--- config.mk ---
export PLATFORM = sky130hd
export DESIGN_NAME = riscv_ic_msg_inbox
export DESIGN_NICKNAME = d
export VERILOG_FILES = /design/src/rtl/riscv_inter_core_types_pkg.sv /design/src/rtl/riscv_ic_msg_fifo.sv /design/src/rtl/riscv_ic_msg_inbox.sv
export SDC_FILE = /design/constraint.sdc
export NUM_CORES = 1
export LEC_CHECK = 0
export BUFFER_PORTS_ARGS = -buffer_cell sky130_fd_sc_hd__buf_2
export CAP_MARGIN = 20
export CORE_UTILIZATION = 63
export CTS_BUF_LIST = sky130_fd_sc_hd__clkbuf_8
export CTS_CLUSTER_DIAMETER = 150
export DETAILED_ROUTE_END_ITERATION = 12
export PLACE_DENSITY = 0.82
export SLEW_MARGIN = 20
export SYNTH_ARGS = -nofsm -noshare
export SYNTH_HDL_FRONTEND = slang
export SYNTH_SLANG_ARGS = --single-unit
--- constraint.sdc ---
create_clock -name clk_i -period 7.8 [get_ports clk_i]
set_clock_uncertainty 0.15 [all_clocks]
set_input_delay 1.56 -clock clk_i [delete_from_list [all_inputs] [get_ports clk_i]]
set_output_delay 1.56 -clock clk_i [all_outputs]
set_load 0.01 [all_outputs]
--- src/rtl/riscv_inter_core_types_pkg.sv ---
// Shared inter-core network types: message word layout, opcodes, queue sizing,
// plus the saturation value used by the inbox performance counters.
package riscv_inter_core_types_pkg;

  localparam int HART_ID_WIDTH       = 4;
  localparam int MAX_MSG_QUEUE_DEPTH = 16;
  localparam logic [31:0] IC_INBOX_PERF_SAT = 32'hFFFF_FFFF;

  typedef enum logic [2:0] {
    IC_MSG_IDLE      = 3'd0,
    IC_MSG_INTERRUPT = 3'd1,
    IC_MSG_CACHE_INV = 3'd2,
    IC_MSG_DATA      = 3'd3,
    IC_MSG_SYNC      = 3'd4
  } inter_core_msg_opcode_e;

  typedef struct packed {
    logic                     valid;
    inter_core_msg_opcode_e   opcode;
    logic [HART_ID_WIDTH-1:0] src_hart;
    logic [HART_ID_WIDTH-1:0] dst_hart;
    logic [31:0]              data;
  } inter_core_msg_t;

endpackage

--- src/rtl/riscv_ic_msg_fifo.sv ---
// Generic synchronous FIFO with combinational head read and extra-MSB pointers
// so full and empty are told apart without a separate flag.
module riscv_ic_msg_fifo #(
  parameter int WIDTH = 8,
  parameter int DEPTH = 16
) (
  input  logic                       clk_i,
  input  logic                       rst_i,
  input  logic                       push_i,
  input  logic [WIDTH-1:0]           push_data_i,
  input  logic                       pop_i,
  output logic [WIDTH-1:0]           pop_data_o,
  output logic [$clog2(DEPTH):0]     count_o
);

  localparam int AW = $clog2(DEPTH);
  localparam int PW = AW + 1;

  logic [WIDTH-1:0] mem_q [DEPTH];
  logic [PW-1:0]    wr_ptr_q, wr_ptr_d;
  logic [PW-1:0]    rd_ptr_q, rd_ptr_d;
  logic [PW-1:0]    count;
  logic             do_push, do_pop;

  assign count   = wr_ptr_q - rd_ptr_q;
  assign do_push = push_i && (count != PW'(DEPTH));
  assign do_pop  = pop_i && (count != '0);

  always_comb begin
    wr_ptr_d = wr_ptr_q + PW'(do_push);
    rd_ptr_d = rd_ptr_q + PW'(do_pop);
  end

  always_ff @(posedge clk_i) begin
    if (rst_i) begin
      wr_ptr_q <= '0;
      rd_ptr_q <= '0;
    end else begin
      wr_ptr_q <= wr_ptr_d;
      rd_ptr_q <= rd_ptr_d;
    end
  end

  // Storage is deliberately unreset; only entries between the pointers are meaningful.
  always_ff @(posedge clk_i) begin
    if (do_push) begin
      mem_q[wr_ptr_q[AW-1:0]] <= push_data_i;
    end
  end

  assign pop_data_o = mem_q[rd_ptr_q[AW-1:0]];
  assign count_o    = count;

endmodule

--- src/rtl/riscv_ic_msg_inbox.sv ---
// Per-hart inter-core receive endpoint: filters fabric words, latches IPIs, queues the rest.
// Optional performance counters are enabled by defining RISCV_IC_INBOX_PERF_EN.
import riscv_inter_core_types_pkg::*;

module riscv_ic_msg_inbox #(
  parameter logic [HART_ID_WIDTH-1:0] HART_ID = '0,
  parameter int                       DEPTH   = MAX_MSG_QUEUE_DEPTH
) (
  input  logic                       clk_i,
  input  logic                       rst_i,
  input  inter_core_msg_t            net_msg_i,
  output logic                       net_ready_o,
  output inter_core_msg_t            core_msg_o,
  output logic                       core_valid_o,
  input  logic                       core_ready_i,
  output logic                       ipi_pending_o,
  output logic [HART_ID_WIDTH-1:0]   ipi_src_o,
  input  logic                       ipi_clear_i,
  output logic                       misroute_o,
  output logic [$clog2(DEPTH):0]     count_o,
  output logic [31:0]                perf_rx_o,
  output logic [31:0]                perf_stall_o
);

  localparam int CW = $clog2(DEPTH) + 1;
  localparam int MW = $bits(inter_core_msg_t);

  logic [CW-1:0]            count;
  logic [MW-1:0]            head_bits;
  inter_core_msg_t          head_msg;
  logic                     accept, for_me, is_idle, is_ipi;
  logic                     push, pop, ipi_hit;
  logic                     ipi_pending_q, ipi_pending_d;
  logic [HART_ID_WIDTH-1:0] ipi_src_q, ipi_src_d;
  logic                     misroute_q, misroute_d;

  // Ready depends only on flops and reset, never on the word or the core side.
  assign net_ready_o = !rst_i && (count < CW'(DEPTH));
  assign accept      = net_msg_i.valid && net_ready_o;
  assign is_idle     = (net_msg_i.opcode == IC_MSG_IDLE);
  assign is_ipi      = (net_msg_i.opcode == IC_MSG_INTERRUPT);
  assign for_me      = (net_msg_i.dst_hart == HART_ID);
  assign push        = accept && !is_idle && for_me && !is_ipi;
  assign ipi_hit     = accept && for_me && is_ipi;
  assign pop         = core_valid_o && core_ready_i;

  riscv_ic_msg_fifo #(
    .WIDTH (MW),
    .DEPTH (DEPTH)
  ) u_fifo (
    .clk_i       (clk_i),
    .rst_i       (rst_i),
    .push_i      (push),
    .push_data_i (net_msg_i),
    .pop_i       (pop),
    .pop_data_o  (head_bits),
    .count_o     (count)
  );

  assign head_msg     = inter_core_msg_t'(head_bits);
  assign core_valid_o = (count != '0);
  assign count_o      = count;

  always_comb begin
    core_msg_o       = head_msg;
    core_msg_o.valid = 1'b1;
  end

  // A new IPI overrides a same-cycle clear; otherwise the first pending source is kept.
  always_comb begin
    ipi_pending_d = ipi_pending_q;
    ipi_src_d     = ipi_src_q;
    misroute_d    = accept && !is_idle && !for_me;
    if (ipi_clear_i) begin
      ipi_pending_d = 1'b0;
    end
    if (ipi_hit) begin
      ipi_pending_d = 1'b1;
      if (!ipi_pending_q || ipi_clear_i) begin
        ipi_src_d = net_msg_i.src_hart;
      end
    end
  end

  always_ff @(posedge clk_i) begin
    if (rst_i) begin
      ipi_pending_q <= 1'b0;
      ipi_src_q     <= '0;
      misroute_q    <= 1'b0;
    end else begin
      ipi_pending_q <= ipi_pending_d;
      ipi_src_q     <= ipi_src_d;
      misroute_q    <= misroute_d;
    end
  end

  assign ipi_pending_o = ipi_pending_q;
  assign ipi_src_o     = ipi_src_q;
  assign misroute_o    = misroute_q;

`ifdef RISCV_IC_INBOX_PERF_EN
  logic [31:0] perf_rx_q, perf_rx_d;
  logic [31:0] perf_stall_q, perf_stall_d;
  logic        rx_inc, stall_inc;

  assign rx_inc    = accept && for_me && !is_idle;
  assign stall_inc = net_msg_i.valid && !net_ready_o;

  always_comb begin
    perf_rx_d    = perf_rx_q;
    perf_stall_d = perf_stall_q;
    if (rx_inc && (perf_rx_q != IC_INBOX_PERF_SAT)) begin
      perf_rx_d = perf_rx_q + 32'd1;
    end
    if (stall_inc && (perf_stall_q != IC_INBOX_PERF_SAT)) begin
      perf_stall_d = perf_stall_q + 32'd1;
    end
  end

  always_ff @(posedge clk_i) begin
    if (rst_i) begin
      perf_rx_q    <= '0;
      perf_stall_q <= '0;
    end else begin
      perf_rx_q    <= perf_rx_d;
      perf_stall_q <= perf_stall_d;
    end
  end

  assign perf_rx_o    = perf_rx_q;
  assign perf_stall_o = perf_stall_q;
`else
  assign perf_rx_o    = 32'h0;
  assign perf_stall_o = 32'h0;
`endif

endmodule

==> metrics.md <==
| Metric | Value |
|---|---|
| Status | finished clean |
| Vias | 13,815 |
| RSZ-0062 raised after global routing | false |
| Die Y | 211 um |
| Hold Path Class | reg2reg |
| Die ar. | 0.0444 mm2 |
| Power density cells | 273 mW/mm2 |
| Clk root buf | clkbuf_8 |
| R2r startpoint | u_fifo.rd_ptr_q[0] |
| Clock-pin slew on the worst setup and hold paths | 0.06 ns |
| Clock Latency Late Sink | 0.69 ns |
| Setup crit start kind | flip-flop |
| Number of I/O pins | 169 |
| Netlist cell types | 34 |
| CTS H-Tree Depth | 3 |
| Syn_area_per_cell | 20.0 um2 |
| Wire per inst | 26.6 um |
| Number of max-cap violations | 0 |
| First-pass GRT wire length | 86.7 mm |
| Vias per cell | 6.27 |
| CTS tree | built |
| Reg2reg setup slack | 2.82 ns |
| Worst slew pin tran | 1.03 ns |
| Detail Placement HPWL | 29.9 mm |
| Final Hold Viols | 0 |
| Hold Crit Start | ipi_src_o[3] |
| Initial Util | 63.8% |
| Final setup viols | 0 |
| Row cnt | 76 |
| NumNets Final | 1,603 |
| DIE WIDTH | 211 um |
| TritonCTS Buffers | 106 |
| Largest net degree at the start of global routing | 110 |
| ANT nets after route | 0 |
| Initial antenna violation count | 3 |
| Register area share after synthesis | 76.4% |
| Met3 Usage GRT | 5.31% |
| Final wirelength | 58.5 mm |
| Final Critical Period | 5.69 ns |
| VDD IR-drop max | 0.246 mV |
| Dpl ws | 2.44 ns |
| IO Port Bufs | 103 |
| Number of global-route vias before repair | 14,111 |
| Clk buf depth | 3 |
| Max transition margin | 31.4% |
| CTS resizes | 0 |
| Worst Path Arrival | 3.98 ns |
| Post-Syn Area | 0.0275 mm2 |
| Yosys reg bits | 704 |
| Synth warn | 0 |
| Setup_tns | 0 ns |
| Met1 usage | 38.0% |
| Final worst slack | 2.11 ns |
| CP required | 6.09 ns |
| Setup CP Type | reg2out |
| Leakage power | 9.98 nW |
| Worst setup startpoint | u_fifo.rd_ptr_q[2] |
| All-Layer GR Usage | 27.3% |
| Met2 Track Usage GR | 44.2% |
| Fin crit share | 72.9% |
| CP max FO | 62 |
| Share of cells above drive strength 1 | 28.6% |
| Max frequency | 0.176 GHz |
| DRC Markers | 0 |
| Iter 0 DRT Violations | 1,585 |
| Post-CTS Setup Repair Bufs | 0 |
| Placeable Area | 0.0431 mm2 |
| Post-Syn Instances | 1,375 |
| DR pass1 iterations | 5 |
| Crit path capture type | output port |
| Total grt overflow | 0 |
| CTS Sinks | 704 |
| Hold_buf cts | 0 |
| Placer Congestion | 0.746 |
| Area grow syn2layout | 10.8% |
| Pins Over Slew Limit | 0 |
| GR peak layer | met2 |
==> worst paths after layout <==
kind                            cells past startpoint             endpoint
worst max-delay path                                7        core_msg_o[5]
worst min-delay path                                2         ipi_src_o[3]
worst max register to register                      8  u_fifo.mem_q[0][40]
worst min register to register                      2         ipi_src_o[3]
==> metrics by stage <==
step	hold WS, ns	util, %	std cells	cell area, um2	power (mW)
after floorplan	0.344	-	1438	27700	5.31
after global placement	0.314	66.2	2023	28500	5.66
after detailed placement	0.323	66.2	2023	28500	5.69
after CTS	0.332	70.6	2203	30400	8.38
after global routing	0.344	70.6	2203	30400	8.64
final	0.329	70.6	2204	30400	8.31
==> layer usage <==
layer  part of all wire [%]  up-vias  wire length (um)
met5                  0.068        -                40
li1                       -     5753                 -
met2                     50      833             29300
met3                    9.6      118              5610
met4                    2.3        6              1330
met1                     38     7105             22300
==> where the power goes <==
group	switching, mW	internal (mW)
clock network	1.33	1.40
registers	0.0718	4.16
logic	0.693	0.668
==> layout make-up <==
class                   instances  area, um2
multi-input cells             588       5990
flip-flops and latches        704      21000
well taps                     585        732
clock buffers                 114       1570
diodes                          1       2.50
clock inverters                66        322
repair buffers                137        783
inverters                       9       33.8
fillers                      2523      12600
==> cell families after synthesis <==
| family | after synthesis | share of synthesized area [%] |
|---|---|---|
| buf+inv | 146 | 3.00 |
| other cells | 2 | 0.0273 |
| compound gates | 55 | 1.23 |
| mux | 172 | 14.1 |
| flops | 704 | 76.4 |
| xor+xnor | 10 | 0.346 |
| simple gates | 277 | 4.49 |
| fa+ha+maj | 9 | 0.437 |
==> worst max-delay path, stage by stage (launching register included) <==
cell	delay [ns]
dfxtp_4	0.47
buf_4	0.73
buf_4	0.83
mux4_2	0.36
nand2_1	0.07
and3_1	0.24
a31oi_1	0.32
buf_2	0.21
==> cells in the mapped netlist (all sizes together) <==
master	n	area share (%)
edfxtp	688	75
nand2	180	2.5
mux4	172	14
buf	90	2.2
clkbuf	47	0.64
a31oi	43	0.98
and3	43	0.98
dfxtp	16	1.2
nor2	13	0.18
nor3	10	0.18
nand3	9	0.16
ha	8	0.36
inv	7	0.096
nor2b	6	0.14
nor4	6	0.14
a21oi	5	0.091
xnor2	5	0.16
xor2	5	0.19
nand2b	4	0.091
o21ai	4	0.073
or4	3	0.096
clkinv	2	0.027
conb	2	0.027
or3	2	0.046
a221oi	1	0.032
and2	1	0.023
fa	1	0.073
o22ai	1	0.023
o31ai	1	0.027
==> sequential cells by signal, indices dropped and copies added, names as in the netlist <==
name / flops
u_fifo.mem_q: 688
u_fifo.wr_ptr_q: 5
ipi_src_o: 4
misroute_o: 1
u_fifo.rd_ptr_q: 5
ipi_pending_o: 1
==> layout by cell type, fill, tap and decap left out, drive strengths merged, types with 8 or more instances in the layout <==
master  netlist  layout
buf          90     137
inv           7      39
conb          2      65
nor3         10      10
mux4        172     172
clkbuf       47     114
edfxtp      688     688
nand2       180     180
and3         43      43
ha            8       8
clkinv        2      32
a31oi        43      43
nand3         9       9
nor2         13      13
dfxtp        16      16
(Power assumes the default switching activity.)
